`config.mk`:
```
export PLATFORM = sky130hd
export DESIGN_NAME = adder_bcd_display
export DESIGN_NICKNAME = d
export VERILOG_FILES = /design/src/rtl/seg7_pkg.sv /design/src/rtl/bin2bcd_seq.sv /design/src/rtl/adder_bcd_display.sv
export SDC_FILE = /design/constraint.sdc
export NUM_CORES = 1
export LEC_CHECK = 0
export BUFFER_PORTS_ARGS = -buffer_cell sky130_fd_sc_hd__buf_2
export CAP_MARGIN = 40
export CORE_AREA = 3 3 115 117
export DETAILED_ROUTE_END_ITERATION = 8
export DIE_AREA = 0 0 118 120
export GPL_ROUTABILITY_DRIVEN = 0
export PLACE_DENSITY_LB_ADDON = 0.15
export SYNTH_ARGS = -nofsm -noshare
export SYNTH_HDL_FRONTEND = slang
export SYNTH_SLANG_ARGS = --single-unit
```
`constraint.sdc`:
```
create_clock -name clk -period 2.72 [get_ports clk]
set_input_delay 0.68 -clock clk [delete_from_list [all_inputs] [get_ports clk]]
set_output_delay 0.68 -clock clk [all_outputs]
set_load 0.05 [all_outputs]
```
`src/rtl/seg7_pkg.sv`:
```
// Shared definitions for the decimal-readout adder: segment codes, FSM states
// and the decimal digit-count helper used to size-check the display.
package seg7_pkg;

   localparam logic [6:0] SEG_0     = 7'b1000000;
   localparam logic [6:0] SEG_1     = 7'b1111001;
   localparam logic [6:0] SEG_2     = 7'b0100100;
   localparam logic [6:0] SEG_3     = 7'b0110000;
   localparam logic [6:0] SEG_4     = 7'b0011001;
   localparam logic [6:0] SEG_5     = 7'b0010010;
   localparam logic [6:0] SEG_6     = 7'b0000010;
   localparam logic [6:0] SEG_7     = 7'b1111000;
   localparam logic [6:0] SEG_8     = 7'b0000000;
   localparam logic [6:0] SEG_9     = 7'b0010000;
   localparam logic [6:0] SEG_BLANK = 7'b1111111;

   typedef enum logic [1:0] {IDLE, ADD, SHIFT, DONE} state_t;

   // {g,f,e,d,c,b,a}, active-low; non-decimal nibbles render blank
   function automatic logic [6:0] seg_code(input logic [3:0] d);
      case (d)
         4'd0:    return SEG_0;
         4'd1:    return SEG_1;
         4'd2:    return SEG_2;
         4'd3:    return SEG_3;
         4'd4:    return SEG_4;
         4'd5:    return SEG_5;
         4'd6:    return SEG_6;
         4'd7:    return SEG_7;
         4'd8:    return SEG_8;
         4'd9:    return SEG_9;
         default: return SEG_BLANK;
      endcase
   endfunction

   // decimal digits needed to print 2^n - 1
   function automatic int dec_digits(input int n);
      longint unsigned v;
      int d;
      v = (64'd1 << n) - 64'd1;
      d = 1;
      for (int i = 0; i < 20; i++) begin
         if (v >= 64'd10) begin
            v = v / 64'd10;
            d = d + 1;
         end
      end
      return d;
   endfunction

endpackage

```
`src/rtl/bin2bcd_seq.sv`:
```
// Sequential double-dabble, one input bit per cycle. done and bcd are valid in
// the cycle of the final step so the caller can capture on that same edge.
module bin2bcd_seq #(
   parameter int NBITS  = 9,
   parameter int DIGITS = 3
) (
   input  logic                  clk,
   input  logic                  rst_n,
   input  logic                  start,
   input  logic [NBITS-1:0]      bin,
   output logic                  done,
   output logic [4*DIGITS-1:0]   bcd
);

   localparam int CW = $clog2(NBITS + 1);

   logic [NBITS-1:0]            sr;
   logic [4*DIGITS-1:0]         acc;
   logic [4*DIGITS-1:0]         adj;
   logic [4*DIGITS+NBITS-1:0]   nxt;
   logic [CW-1:0]               cnt;
   logic                        run;

   for (genvar i = 0; i < DIGITS; i++) begin : g_adj
      assign adj[4*i +: 4] = (acc[4*i +: 4] >= 4'd5) ? acc[4*i +: 4] + 4'd3 : acc[4*i +: 4];
   end

   assign nxt  = {adj, sr} << 1;
   assign bcd  = nxt[4*DIGITS+NBITS-1:NBITS];
   assign done = run && (cnt == CW'(NBITS - 1));

   always_ff @(posedge clk or negedge rst_n) begin
      if (!rst_n) begin
         sr  <= '0;
         acc <= '0;
         cnt <= '0;
         run <= 1'b0;
      end else if (start) begin
         sr  <= bin;
         acc <= '0;
         cnt <= '0;
         run <= 1'b1;
      end else if (run) begin
         acc <= bcd;
         sr  <= nxt[NBITS-1:0];
         if (done) begin
            cnt <= '0;
            run <= 1'b0;
         end else begin
            cnt <= cnt + CW'(1);
         end
      end
   end

endmodule

```
`src/rtl/adder_bcd_display.sv`:
```
// Registered adder with decimal readout on a scanned bank of active-low
// seven-segment digits; shows either the decimal sum or the carry-out.
module adder_bcd_display
   import seg7_pkg::*;
#(
   parameter int WIDTH    = 8,
   parameter int DIGITS   = 4,
   parameter int SCAN_DIV = 50000
) (
   input  logic               clk,
   input  logic               rst_n,
   input  logic [WIDTH-1:0]   a,
   input  logic [WIDTH-1:0]   b,
   input  logic               sel,
   input  logic               start,
   output logic               busy,
   output logic               done,
   output logic [WIDTH-1:0]   sum_out,
   output logic               cout,
   output logic [6:0]         seg,
   output logic [DIGITS-1:0]  an
);

   localparam int PW = $clog2(SCAN_DIV);
   localparam int IW = (DIGITS > 1) ? $clog2(DIGITS) : 1;

   if (DIGITS < dec_digits(WIDTH + 1)) begin : g_digits_chk
      $error("DIGITS too small to show the full sum");
   end

   state_t                    state;
   logic [WIDTH-1:0]          a_r, b_r;
   logic                      sel_r;
   logic [WIDTH:0]            sum_w;
   logic                      cv_done;
   logic [4*DIGITS-1:0]       cv_bcd;
   logic [DIGITS-1:0][6:0]    disp, disp_ld;
   logic                      lit;
   logic [PW-1:0]             pres;
   logic [IW-1:0]             idx;

   assign sum_w = {1'b0, a_r} + {1'b0, b_r};

   bin2bcd_seq #(.NBITS(WIDTH + 1), .DIGITS(DIGITS)) u_bcd (
      .clk   (clk),
      .rst_n (rst_n),
      .start (state == ADD),
      .bin   (sum_w),
      .done  (cv_done),
      .bcd   (cv_bcd)
   );

   // blank leading zeros, but digit 0 always lit so zero reads "0"
   always_comb begin
      disp_ld = {DIGITS{SEG_BLANK}};
      lit     = 1'b0;
      if (sel_r) begin
         for (int i = DIGITS - 1; i >= 0; i--) begin
            lit = lit | (cv_bcd[4*i +: 4] != 4'd0) | (i == 0);
            if (lit) disp_ld[i] = seg_code(cv_bcd[4*i +: 4]);
         end
      end else begin
         disp_ld[0] = seg_code({3'b000, cout});
      end
   end

   always_ff @(posedge clk or negedge rst_n) begin
      if (!rst_n) begin
         state   <= IDLE;
         a_r     <= '0;
         b_r     <= '0;
         sel_r   <= 1'b0;
         sum_out <= '0;
         cout    <= 1'b0;
         busy    <= 1'b0;
         done    <= 1'b0;
         disp    <= {DIGITS{SEG_BLANK}};
      end else begin
         busy <= (state == ADD) || (state == SHIFT);
         done <= (state == DONE);
         case (state)
            IDLE: if (start) begin
               a_r   <= a;
               b_r   <= b;
               sel_r <= sel;
               state <= ADD;
            end
            ADD: begin
               {cout, sum_out} <= sum_w;
               state           <= SHIFT;
            end
            SHIFT: if (cv_done) begin
               disp  <= disp_ld;
               state <= DONE;
            end
            DONE:    state <= IDLE;
            default: state <= IDLE;
         endcase
      end
   end

   // free-running scan, independent of the FSM
   always_ff @(posedge clk or negedge rst_n) begin
      if (!rst_n) begin
         pres <= '0;
         idx  <= '0;
         seg  <= SEG_BLANK;
         an   <= ~DIGITS'(1);
      end else begin
         if (pres == PW'(SCAN_DIV - 1)) begin
            pres <= '0;
            idx  <= (idx == IW'(DIGITS - 1)) ? '0 : idx + IW'(1);
         end else begin
            pres <= pres + PW'(1);
         end
         seg <= disp[idx];
         an  <= ~(DIGITS'(1) << idx);
      end
   end

endmodule

```
Word level (Yosys, flattened, before mapping)
Memory sizes are Yosys's and may differ from the RTL's.
Cells that the tools add are included.
Operators by class
  add/sub/neg operators: 8
  $lt $le $gt $ge: 5
  equality and inequality tests: 8
  shifts and indexed selects: 1
  mux-type cells: 27
  bitwise operators: 4
  reduce and logical (&&, ||, !) cells: 10
Operator list (count)
  $mux 16: 3
  $mux 7: 5
  $mux 4: 6
  $mux 21: 1
  $mux 9: 2
  $add 16x1->16 const B: 1
  $eq 16x16->1 const B: 1
  $ge 4x3->1 const B: 4
  $bmux 7 s2: 1
  $pmux 7 s2: 1
  $add 4x2->4 const B: 3
  $reduce_bool 4->1: 3
  $add 8x8->9: 1
  $pmux 2 s4: 1
  $eq 2x2->1 const B: 3
  $mux 2: 3
  $reduce_and 2->1: 3
  $add 4x1->4 const B: 1
  $eq 4x4->1 const B: 1
  $ne 2x2->1 const B: 2
  $not 4->4: 1
  $shl 1x2->4 const A: 1
  $add 3x2->3 const B: 1
  $lt 2x3->1 const B: 1
  other kinds (10): 13
Storage, ports and cells
  register bits after elaboration: 117
  memory bits (read-only): 448
  input port bits: 20
  output and inout bits: 22
  logic and storage cells: 87
  memories: 4
Memory list
  (name not given): words 16, width 7, read ports 1, clocked after Yosys merged registers in 0, write ports 0, line seg7_pkg.sv:21  | case (d)
  (name not given): words 16, width 7, read ports 1, clocked after Yosys merged registers in 0, write ports 0, line seg7_pkg.sv:21
  (name not given): words 16, width 7, read ports 1, clocked after Yosys merged registers in 0, write ports 0, line seg7_pkg.sv:21
  (name not given): words 16, width 7, read ports 1, clocked after Yosys merged registers in 0, write ports 0, line seg7_pkg.sv:21

Depth between registers and ports, before layout
Gate-level depths: netlist (run 1).
  word-level depth: 7
  depth in mapped cells: 9
  gate-level depth less buffers: 9

Modules after synthesis
From an unflattened synthesis (run 1), not the netlist that was laid out.
Unflattened totals
  cells, all modules: 615
  area, all modules: 6449.9 um^2
By module, submodules not included
  adder_bcd_display: times used 1, cells an instance 416, area each 4647.0 um^2, sequential area each 2224.6 um^2
  bin2bcd_seq: times used 1, cells an instance 199, area each 1803.0 um^2, sequential area each 750.7 um^2

Worst setup path before layout (run 1)
No wires, ideal clock.
  path kind: reg2reg
  from: register u_bcd.acc[4]
  to: register disp[10] (netlist name)
  library setup time: 0.097 ns
  arrival time: 2.095 ns
  required time: 2.623 ns
  path slack: 0.529 ns
  cell stages (with the launch flop): 9
  path buffers: 0
  period minus slack after synthesis: 2.191 ns
  cells stage by stage: dfrtp_1 -> inv_1 -> ha_1 -> nand2b_1 -> a21oi_1 -> mux2_2 -> and3_1 -> a311oi_2 -> a31oi_1
On the way
  longest elaborated chain between the ends: 7
  elaborated cells between the ends (all ways): 10
  classes of those cells: add/sub: 1; order compare: 1; mux: 3; bitwise: 2; reduce/logical: 2; memory: 1
Ends and longest elaborated chain
  start, declared: line bin2bcd_seq.sv:18  | logic [4*DIGITS-1:0] acc;
  start signal, assigned: line bin2bcd_seq.sv:35  | acc <= '0;
  start signal, assigned: line bin2bcd_seq.sv:40  | acc <= '0;
  start signal, assigned: line bin2bcd_seq.sv:44  | acc <= bcd;
  $add 4x2->4 or $ge 4x3->1 (tied branches): line bin2bcd_seq.sv:25  | assign adj[4*i +: 4] = (acc[4*i +: 4] >= 4'd5) ? acc[4*i +: 4] + 4'd3 : acc[4*i +: 4];
  $mux 4 (*): line bin2bcd_seq.sv:25
  parallel branches: the longest is 3 deep, another holds $mem_v2 16x7
  $mux 7 (*): line adder_bcd_display.sv:60  | if (lit) disp_ld[i] = seg_code(cv_bcd[4*i +: 4]);
  $mux 21 (*): line adder_bcd_display.sv:57  | if (sel_r) begin
  end signal, assigned: line adder_bcd_display.sv:77  | disp <= {DIGITS{SEG_BLANK}};
  end signal, assigned: line adder_bcd_display.sv:93  | disp <= disp_ld;
  end, declared: line adder_bcd_display.sv:37  | logic [DIGITS-1:0][6:0] disp, disp_ld;
Mark *: on every way between the ends.
A chain may end at the register's enable or synchronous reset.

Final worst setup path (run 1)
Ends and elaborated chain as after synthesis.

==> results of run 1 <==
-- power groups by stage --
stage	clock network [W]	registers [W]	logic (W)
floorplan	0	0.00306	0.00308
global placement	0	0.00281	0.00427
detailed placement	0	0.00283	0.00439
CTS	0.00223	0.00281	0.00444
global route	0.00233	0.00288	0.00492
finish	0.00219	0.00281	0.00440
-- flip-flops by register name (all words and copies together) (netlist names), 4 cells and up --
signal	flops
a_r	8
an	4
b_r	8
disp	28
pres	16
seg	7
sum_out	8
u_bcd.acc	16
u_bcd.cnt	4
u_bcd.sr	9
-- cell usage after synthesis (all sizes together) (9+ instances only) --
library cell,instances
nor2,69
inv,34
and3,9
a21oi,40
clkbuf,16
xor2,9
a211oi,18
nor3b,10
mux2,21
dfstp,38
dfrtp,79
nand2,33
o21ai,31
nand3,13
xnor2,19
mux2i,22
ha,31
-- final cells by class --
type,instances,area [sq um],share of cell area
sequential,117,2980,0.413
clock buffer,19,443,0.0615
multi-input combinational,414,2980,0.413
inverter,34,128,0.0177
clock inverter,12,136,0.0189
timing repair buffer,54,330,0.0458
tap,172,215,0.0299
-- per-stage QoR --
stage	cells	power (W)	utilization	area, sq um
floorplan	584	0.00614	-	6150
detailed placement	791	0.00722	0.531	6630
finish	822	0.00940	0.578	7200
global route	822	0.0101	0.578	7200
CTS	822	0.00947	0.578	7200
global placement	791	0.00708	0.531	6630
-- metal layers --
layer	part of all wire	routed length (um)	up-vias
li1	-	-	2173
met1	0.46	5690	2139
met2	0.48	5860	78
met3	0.038	468	15
met4	0.019	233	0
met5	0	0	-
-- logic make-up (layout without fill, tap and decap cells) --
kind of cell | Yosys count | after routing | synth area share
simple gates | 170 | 170 | 0.135
compound gates | 134 | 134 | 0.142
flops | 117 | 117 | 0.484
buf+inv | 53 | 119 | 0.0327
mux | 50 | 50 | 0.0998
fa+ha+maj | 32 | 32 | 0.0663
xor+xnor | 28 | 28 | 0.0399
-- path summary, 6_finish.rpt --
path,endpoint,cells past startpoint,slack [ps]
max in group asynchronous,disp[27],2,1910
hold / removal,u_bcd.acc[8],1,190
min in group clk,sum_out[2],1,480
setup / recovery,disp[10],8,270
hold reg to reg,sum_out[2],1,480
setup reg to reg,disp[10],8,270
==> metrics.csv, run 1 <==
metric,value,unit
drive_gt1_frac,0.243,
final_common_cell,dfrtp_1,
timing.fmax,407,MHz
drt_pass1_iterations,4,
crit_start,u_bcd.acc[4],
rsz0062_at_grt,no,
placementRows,41,
end_kind,register,
port-buffer-count,41,
die_x,118,um
dieArea,14200,sq um
slowest_stage,dfrtp_1,
fill_cells,1050,
grt_pass1_vias,4411,
worst_ep_arrival_time,2770,ps
syn_inst,584,
wl,12.3,mm
status,"complete, no violations",
holdWs,186,ps
worstHoldPathType,input port to asynchronous set/reset pin,
hold_buffers,0,
leakage,3.28,nW
worstMarginPinSlew,723,ps
start_util,0.494,
cts_tree,built,
synthTopCellsByArea,"dfrtp_1 (32%), dfstp_2 (16%), ha_1 (6.3%)",
pwr-share-seq,0.299,
cap_violations,0,
drc,0,
antenna_found_initial,0,
postRouteAntennaNets,0,
io_pins,42,
worstPathCellList,inv_1 -> ha_1 -> nand2b_1 -> a21oi_1 -> mux2_2 -> and3_1 -> a311oi_2 -> a31oi_1,
cp_num_buf_inv,1,
grt_max_degree,54,
p_per_area,1300,nW/um^2
ys_warn_count,0,
criticalPathCategory,register to register,
avgRoutedWirePerCell,14.9,um
ir_drop,817,uV
synth.distinct_cells,55,
hpwl,8.85,mm
hold_viol_final,0,
grt.total_usage,0.184,
post_cts_resized,0,
synthToLayoutAreaGrowth,17.1,%
cp-start-kind,register,
sw_frac_of_total,0.402,
slew_headroom,0.517,
core_region_area,12500,sq um
power_frac_clock,0.233,
setup_tns,0,ps
cts_max_level,4,
via_count,4405,
numCtsBuffers,17,
cp.required,3040,ps
grt_overflow,0,
ys_ff_latch,117,
synth_flop_cell,dfrtp_1,
grt_pass1_wl,21.1,mm
syn-num-nets,636,
clk_latency,410,ps
grt_util_met2,0.293,
dp_slack,280,ps
finClkSkew,7.84,ps
grt.busiest_layer,met2,
post_cts_buffers,0,
drtIter0Drc,387,
cpLargestDelayFamily,compound AO/OA/AOI/OAI gates,
diodes,0,
finalCritPeriodShare,0.903,
synth_edf_count,0,
clock_sinks,117,
yosysSeqAreaShare,0.484,
final_max_slew_viol_count,0,
setup_violations,0,
avgSynthCellArea,10.5,sq um
synth_top_area_frac,0.321,
path_clk_slew,50,ps
cp_max_fo,5,
clk_path_buf_depth,2,
fin_ws,265,ps
dieHeight,120,um
gr-usage-met3,0.0518,
yosysTopAreaCell,dfrtp_1,
worst_r2r_startpoint,u_bcd.acc[4],
syn-cell-area,6150,sq um
root_buffer,clkbuf_16,
grt_util_met1,0.241,
fin_crit,2450,ps
p_sw,0.00378,W
via_per_inst,5.36,
layout.nets,690,
combinationalPowerShare,0.469,
critical-path-max-stage-delay,420,ps
internal-power,0.00562,W
synthArstFlopShare,1.00,
final_cell_mix,"dfrtp_1 (79), nor2_1 (69), buf_2 (40), a21oi_1 (39), dfstp_2 (38)",
No activity file was read; power rests on OpenSTA's default activity.
==> run 2: changes to the inputs <==
PLACE_DENSITY_LB_ADDON = 0.1   (was 0.15)
==> run 2 against run 1 <==
Hold slack improved by 170 ps. Largest power group unchanged. Global-route usage down 0.28 points. Via count decreased by 1.7%. Critical path depth did not move. Clock power increased by 6%. Critical path type unchanged.
==> metrics.csv, run 2 (synthesis gave the netlist of run 1 again) <==
metric,value,unit,change
grt_overflow,0,,unchanged
leakage,3.28,nW,about the same
p_sw,0.00381,W,+0.91%
dieHeight,120,um,unchanged
diodes,0,,unchanged
setup_tns,0,ps,unchanged
fin_cells,822,,unchanged
p_per_area,1320,nW/um^2,+1.6%
grt_pass1_wl,20.4,mm,-3.2%
dieArea,14200,sq um,unchanged
postRouteAntennaNets,0,,unchanged
drive_gt1_frac,0.243,,unchanged
clk_latency,420,ps,about the same
grt.total_usage,0.181,,-0.00282
start_util,0.494,,unchanged
drt_pass1_iterations,5,,+1
final_max_slew_viol_count,0,,unchanged
setup_violations,0,,unchanged
post_cts_resized,0,,unchanged
placed_cells_incl_taps,790,,-0.13%
slowest_stage,nor4b_4,,
worst_r2r_startpoint,u_bcd.acc[8],,
timing.fmax,408,MHz,about the same
drtIter0Drc,280,,-28%
timing.rr.end,disp[12],,
hold_viol_final,0,,unchanged
die_x,118,um,unchanged
antenna_found_initial,0,,unchanged
clock_sinks,117,,unchanged
path_clk_slew,50,ps,about the same
placementRows,41,,unchanged
avgRoutedWirePerCell,14.7,um,-1.1%
synthToLayoutAreaGrowth,17.4,%,
numCtsBuffers,17,,unchanged
cts_max_level,4,,unchanged
finClkSkew,8.54,ps,+0.694 ps
core_region_area,12500,sq um,unchanged
criticalPathCategory,register to register,,
largest_reg_flops,28,,unchanged
grt_max_degree,118,,+120%
timing.reg2reg.setup_slack,270,ps,about the same
worstMarginPinSlew,718,ps,-4.97 ps
final_util,0.579,,+0.00141
cp.required,3060,ps,+20 ps
critical-path-max-stage-delay,450,ps,+30 ps
worstHoldPathType,input port to asynchronous set/reset pin,,
post_cts_buffers,0,,unchanged
combinationalPowerShare,0.464,,-0.005
worstPathCellList,inv_1 -> ha_1 -> and2b_1 -> o31ai_4 -> o22ai_1 -> nor4b_4 -> a311oi_2 -> a21oi_1,,
pwr-share-seq,0.293,,-0.006
final_common_cell,dfrtp_1,,
io_pins,42,,unchanged
grt_pass1_vias,4192,,-5.0%
cap_violations,0,,unchanged
slew_headroom,0.516,,-0.000584
largestRegisters,"disp x28, pres x16, u_bcd.acc x16",,
status,"complete, no violations",,
cts_tree,built,,
layout.nets,689,,-0.14%
via_count,4328,,-1.7%
sw_frac_of_total,0.398,,-0.00350
regMostFlops,disp,,
drc,0,,unchanged
wl,12.1,mm,-1.1%
cp_max_fo,6,,+1
final_cell_mix,"dfrtp_1 (79), nor2_1 (69), buf_2 (40), a21oi_1 (39), dfstp_2 (38)",,
ir_drop,913,uV,+12%
cp_num_buf_inv,1,,unchanged
end_kind,register,,
clk_path_buf_depth,2,,unchanged
cpLargestDelayFamily,compound AO/OA/AOI/OAI gates,,
finalCritPeriodShare,0.902,,about the same
power_frac_clock,0.243,,+0.010
port-buffer-count,41,,unchanged
cp-start-kind,register,,
root_buffer,clkbuf_16,,
worst_ep_arrival_time,2790,ps,+20 ps
via_per_inst,5.27,,-1.7%
rsz0062_at_grt,no,,
hold_buffers,0,,unchanged
hpwl,8.45,mm,-4.5%
worst_r2r_path_depth,8,,unchanged
internal-power,0.00576,W,+2.4%
fin_crit,2450,ps,-2.33 ps
## run 2: cell types whose count changed in the layout (fill, tap and decap cells not counted), sizes merged
cell / delta
clkinv: -4
bufinv: +1
clkbuf: +3
clkinvlp: +1
buf: -1
## run 2: layout make-up
type / instances / area, sq um
fill: 1050 / 5240
multi-input combinational: 414 / 2980
sequential: 117 / 2980
clock buffer: 22 / 464
timing repair buffer: 53 / 310
tap: 172 / 215
clock inverter: 10 / 153
inverter: 34 / 128
## run 2: how the worst max path moves through the flow
stage	from	to	slack, ps	cells after the start
after floorplan	u_bcd.acc[4]	disp[10]	530	8
after global placement	u_bcd.acc[8]	disp[12]	390	8
after detailed placement	u_bcd.acc[8]	disp[12]	300	8
after CTS	u_bcd.acc[8]	disp[12]	290	8
after global routing	u_bcd.acc[8]	disp[16]	90	8
final	u_bcd.acc[8]	disp[12]	270	8
## run 2: worst reg2reg max path, cell delays in order (launching register included)
cell and delay [ps]:
dfrtp_1 430, inv_1 120, ha_1 250, and2b_1 240, o31ai_4 250, o22ai_1 250, nor4b_4 450, a311oi_2 200
a21oi_1 190
## run 2: per-layer routing
metal  vias to the layer above  GRT usage  wire, um
met4                         0     0.0762       130
met5                         -          0         0
met2                        71      0.266      5520
li1                       2173          -         -
met1                      2075      0.255      6000
met3                         9     0.0509       465
## run 2: stage by stage
step / hold WS, ps / worst slack (ps) / cell area, sq um / total power (W)
after floorplan: 384 / 529 / 6150 / 0.00614
after global placement: 462 / 392 / 6610 / 0.00712
after detailed placement: 469 / 303 / 6610 / 0.00725
after CTS: 374 / 289 / 7220 / 0.00964
after global routing: 403 / 85.3 / 7220 / 0.0103
final: 351 / 267 / 7220 / 0.00957
## run 2: power by group through the flow
stage	Combinational (W)	Clock, W	Sequential, W
6_report	0.00444	0.00232	0.00281
2_1_floorplan	0.00308	0	0.00306
3_3_place_gp	0.00432	0	0.00280
5_1_grt	0.00496	0.00244	0.00288
3_5_place_dp	0.00442	0	0.00283
4_1_cts	0.00446	0.00237	0.00281
==> run 3: changes to the inputs <==
ABC_AREA = 1   (was not set)
CORE_AREA = 3 3 116 118   (was 3 3 115 117)
DIE_AREA = 0 0 119 121   (was 0 0 118 120)
==> run 3 against run 2 <==
Non-clock buffer count down 6. Worst setup slack better by 370 ps. Critical path depth is 6 higher. Highest routed layer unchanged. Flip-flop and latch count unchanged.
==> metrics.csv, run 3 <==
metric,value,unit,change
drc,0,,unchanged
cp.required,3070,ps,about the same
setup_violations,0,,unchanged
ys_ff_latch,117,,unchanged
worstMarginPinSlew,796,ps,+78.0 ps
drtIter0Drc,332,,+19%
syn-cell-area,6250,sq um,+1.6%
timing.fmax,479,MHz,+18%
drt_pass1_iterations,5,,unchanged
cap_violations,0,,unchanged
yosysTopAreaCell,dfrtp_1,,
avgRoutedWirePerCell,13.7,um,-7.2%
regMostFlops,disp,,
cp-start-kind,register,,
postRouteAntennaNets,0,,unchanged
avgSynthCellArea,8.50,sq um,-19%
clock_sinks,117,,unchanged
final_cell_mix,"nand2_1 (154), nor2_1 (85), inv_1 (81), dfrtp_1 (79), o21ai_0 (46)",,
setup_tns,0,ps,unchanged
grt_overflow,0,,unchanged
port-buffer-count,41,,unchanged
post_cts_resized,0,,unchanged
grt.busiest_layer,met2,,
leakage,3.57,nW,+8.8%
post_cts_buffers,0,,unchanged
ys_warn_count,0,,unchanged
worstHoldPathType,input port to asynchronous set/reset pin,,
p_per_area,1330,nW/um^2,+0.19%
synth_xor_area_frac,0.0128,,-0.0270
cts_max_level,4,,unchanged
wl,13.3,mm,+10%
final_max_slew_viol_count,0,,unchanged
synth_top_area_frac,0.316,,-0.00502
clk_latency,410,ps,about the same
cp_max_fo,8,,+2
via_per_inst,5.23,,-0.71%
rsz0062_at_grt,no,,
diodes,0,,unchanged
grt_util_met1,0.272,,+0.0170
fin_crit,2090,ps,-366 ps
status,"complete, no violations",,
grt.total_usage,0.196,,+0.0143
slew_headroom,0.468,,-0.0475
synth_compound_area_frac,0.111,,-0.0308
synthArstFlopShare,1.00,,unchanged
synthTopCellsByArea,"dfrtp_1 (32%), dfstp_2 (16%), nand2_1 (9.2%)",,
yosys.area_share.simple,0.244,,+0.108
synth_top_family_by_area,simple AND/OR/NAND/NOR gates,,
root_buffer,clkbuf_16,,
synth_edf_count,0,,unchanged
yosysSeqAreaShare,0.476,,-0.00755
hold_viol_final,0,,unchanged
largestRegisters,"disp x28, pres x16, u_bcd.acc x16",,
grt_pass1_vias,4842,,+16%
fin_cells,974,,+18%
start_util,0.497,,+0.00374
grt_pass1_wl,22.9,mm,+12%
io_pins,42,,unchanged
synth_flop_cell,dfrtp_1,,
final_common_cell,nand2_1,,
holdWs,191,ps,-160 ps
grt_max_degree,49,,-58%
grt_util_met2,0.303,,+0.0372
cts_tree,built,,
dieArea,14400,sq um,+1.7%
fill_cells,1101,,+4.9%
largest_reg_flops,28,,unchanged
synth_top_cells_by_count,"nand2_1 (154), nor2_1 (85), inv_1 (81), dfrtp_1 (79), o21ai_0 (46)",,
synth_fa_ha_area_frac,0.0653,,-0.00103
clk_path_buf_depth,2,,unchanged
finalCritPeriodShare,0.767,,-0.135
synth.distinct_cells,41,,-25%
hpwl,9.67,mm,+14%
synth.area.mux_share,0.0288,,-0.0710
ir_drop,759,uV,-17%
hold_buffers,0,,unchanged
die_x,119,um,+0.85%
yosysMostFrequentCell,nand2_1,,
gr-usage-met3,0.0434,,-0.00754
placedInstanceArea,6680,sq um,+1.1%
placementRows,41,,unchanged
placed_cells_incl_taps,942,,+19%
syn-num-nets,787,,+24%
layout.nets,841,,+22%
via_count,5092,,+18%
dieHeight,121,um,+0.83%
core_region_area,12600,sq um,+0.82%
drive_gt1_frac,0.222,,-0.0211
finClkSkew,9.00,ps,+0.459 ps
end_kind,register,,
numCtsBuffers,17,,unchanged
fin_area,7300,sq um,+1.1%
synthToLayoutAreaGrowth,16.8,%,
path_clk_slew,50,ps,about the same
syn_inst,735,,+26%
criticalPathCategory,register to register,,
antenna_found_initial,0,,unchanged
worst_ep_arrival_time,2430,ps,-360 ps
[run 3: changes by cell type after synthesis, moves of 18 or more]
cell	before	now
o22ai_1	5	23
xnor2_1	19	1
nand3_1	13	42
nand2_1	33	154
mux2i_1	22	0
inv_1	33	81
[run 3: metal layers]
metal	share of wire	up-vias
li1	-	2539
met1	0.49	2415
met2	0.46	121
met3	0.042	17
met4	0.015	0
met5	0	-
[run 3: worst max-delay path, cell delays in order (launching register included)]
cell and delay, ps:
dfrtp_1 410, inv_1 140, ha_1 200, inv_1 50
nand2_1 120, nand3_4 140, xor2_4 280, inv_1 100
ha_1 280, nand2_1 60, nand2_1 50, nand2_1 50
nand2_1 50, nand2_1 50, nand2_1 40
[run 3: kinds of logic after synthesis]
group	count (synthesis)
buffers and inverters	101
AND/OR/NAND/NOR	339
AO/OA/AOI/OAI	123
XOR/XNOR	7
multiplexers	16
flip-flops	117
adder cells (fa/ha/maj)	32
[run 3: final timing paths]
kind                            endpoint    startpoint  slack, ps  cells past startpoint
max                              disp[3]  u_bcd.acc[1]        630                     14
min                        u_bcd.acc[15]         rst_n        190                      1
max reg2reg                      disp[3]  u_bcd.acc[1]        630                     14
min reg2reg                      pres[0]       pres[0]        460                      1
max in group asynchronous       disp[13]         rst_n       1830                      2
min in group clk                 pres[0]       pres[0]        460                      1
[run 3: metrics by stage]
step,power [W],util,setup slack (ps)
after detailed placement,0.00734,0.532,653
after floorplan,0.00633,-,851
after global placement,0.00721,0.532,765
after global routing,0.0105,0.581,451
final,0.00969,0.581,633
after CTS,0.00973,0.581,642
[run 3: area by class of cell]
cell class                 instances  area, sq um  area share
timing repair buffer              47          265      0.0363
sequential                       117         2980       0.407
clock buffer                      18          439      0.0601
inverter                          89          337      0.0461
tap                              172          215      0.0295
clock inverter                    14          184      0.0252
multi-input combinational        517         2890       0.395
[run 3: power by group]
part	internal (W)	switching, W	total (W)	leakage [nW]
Sequential	0.00249	0.000385	0.00288	1.39
Combinational	0.00148	0.00299	0.00447	1.88
Clock	0.00155	0.000795	0.00234	0.309
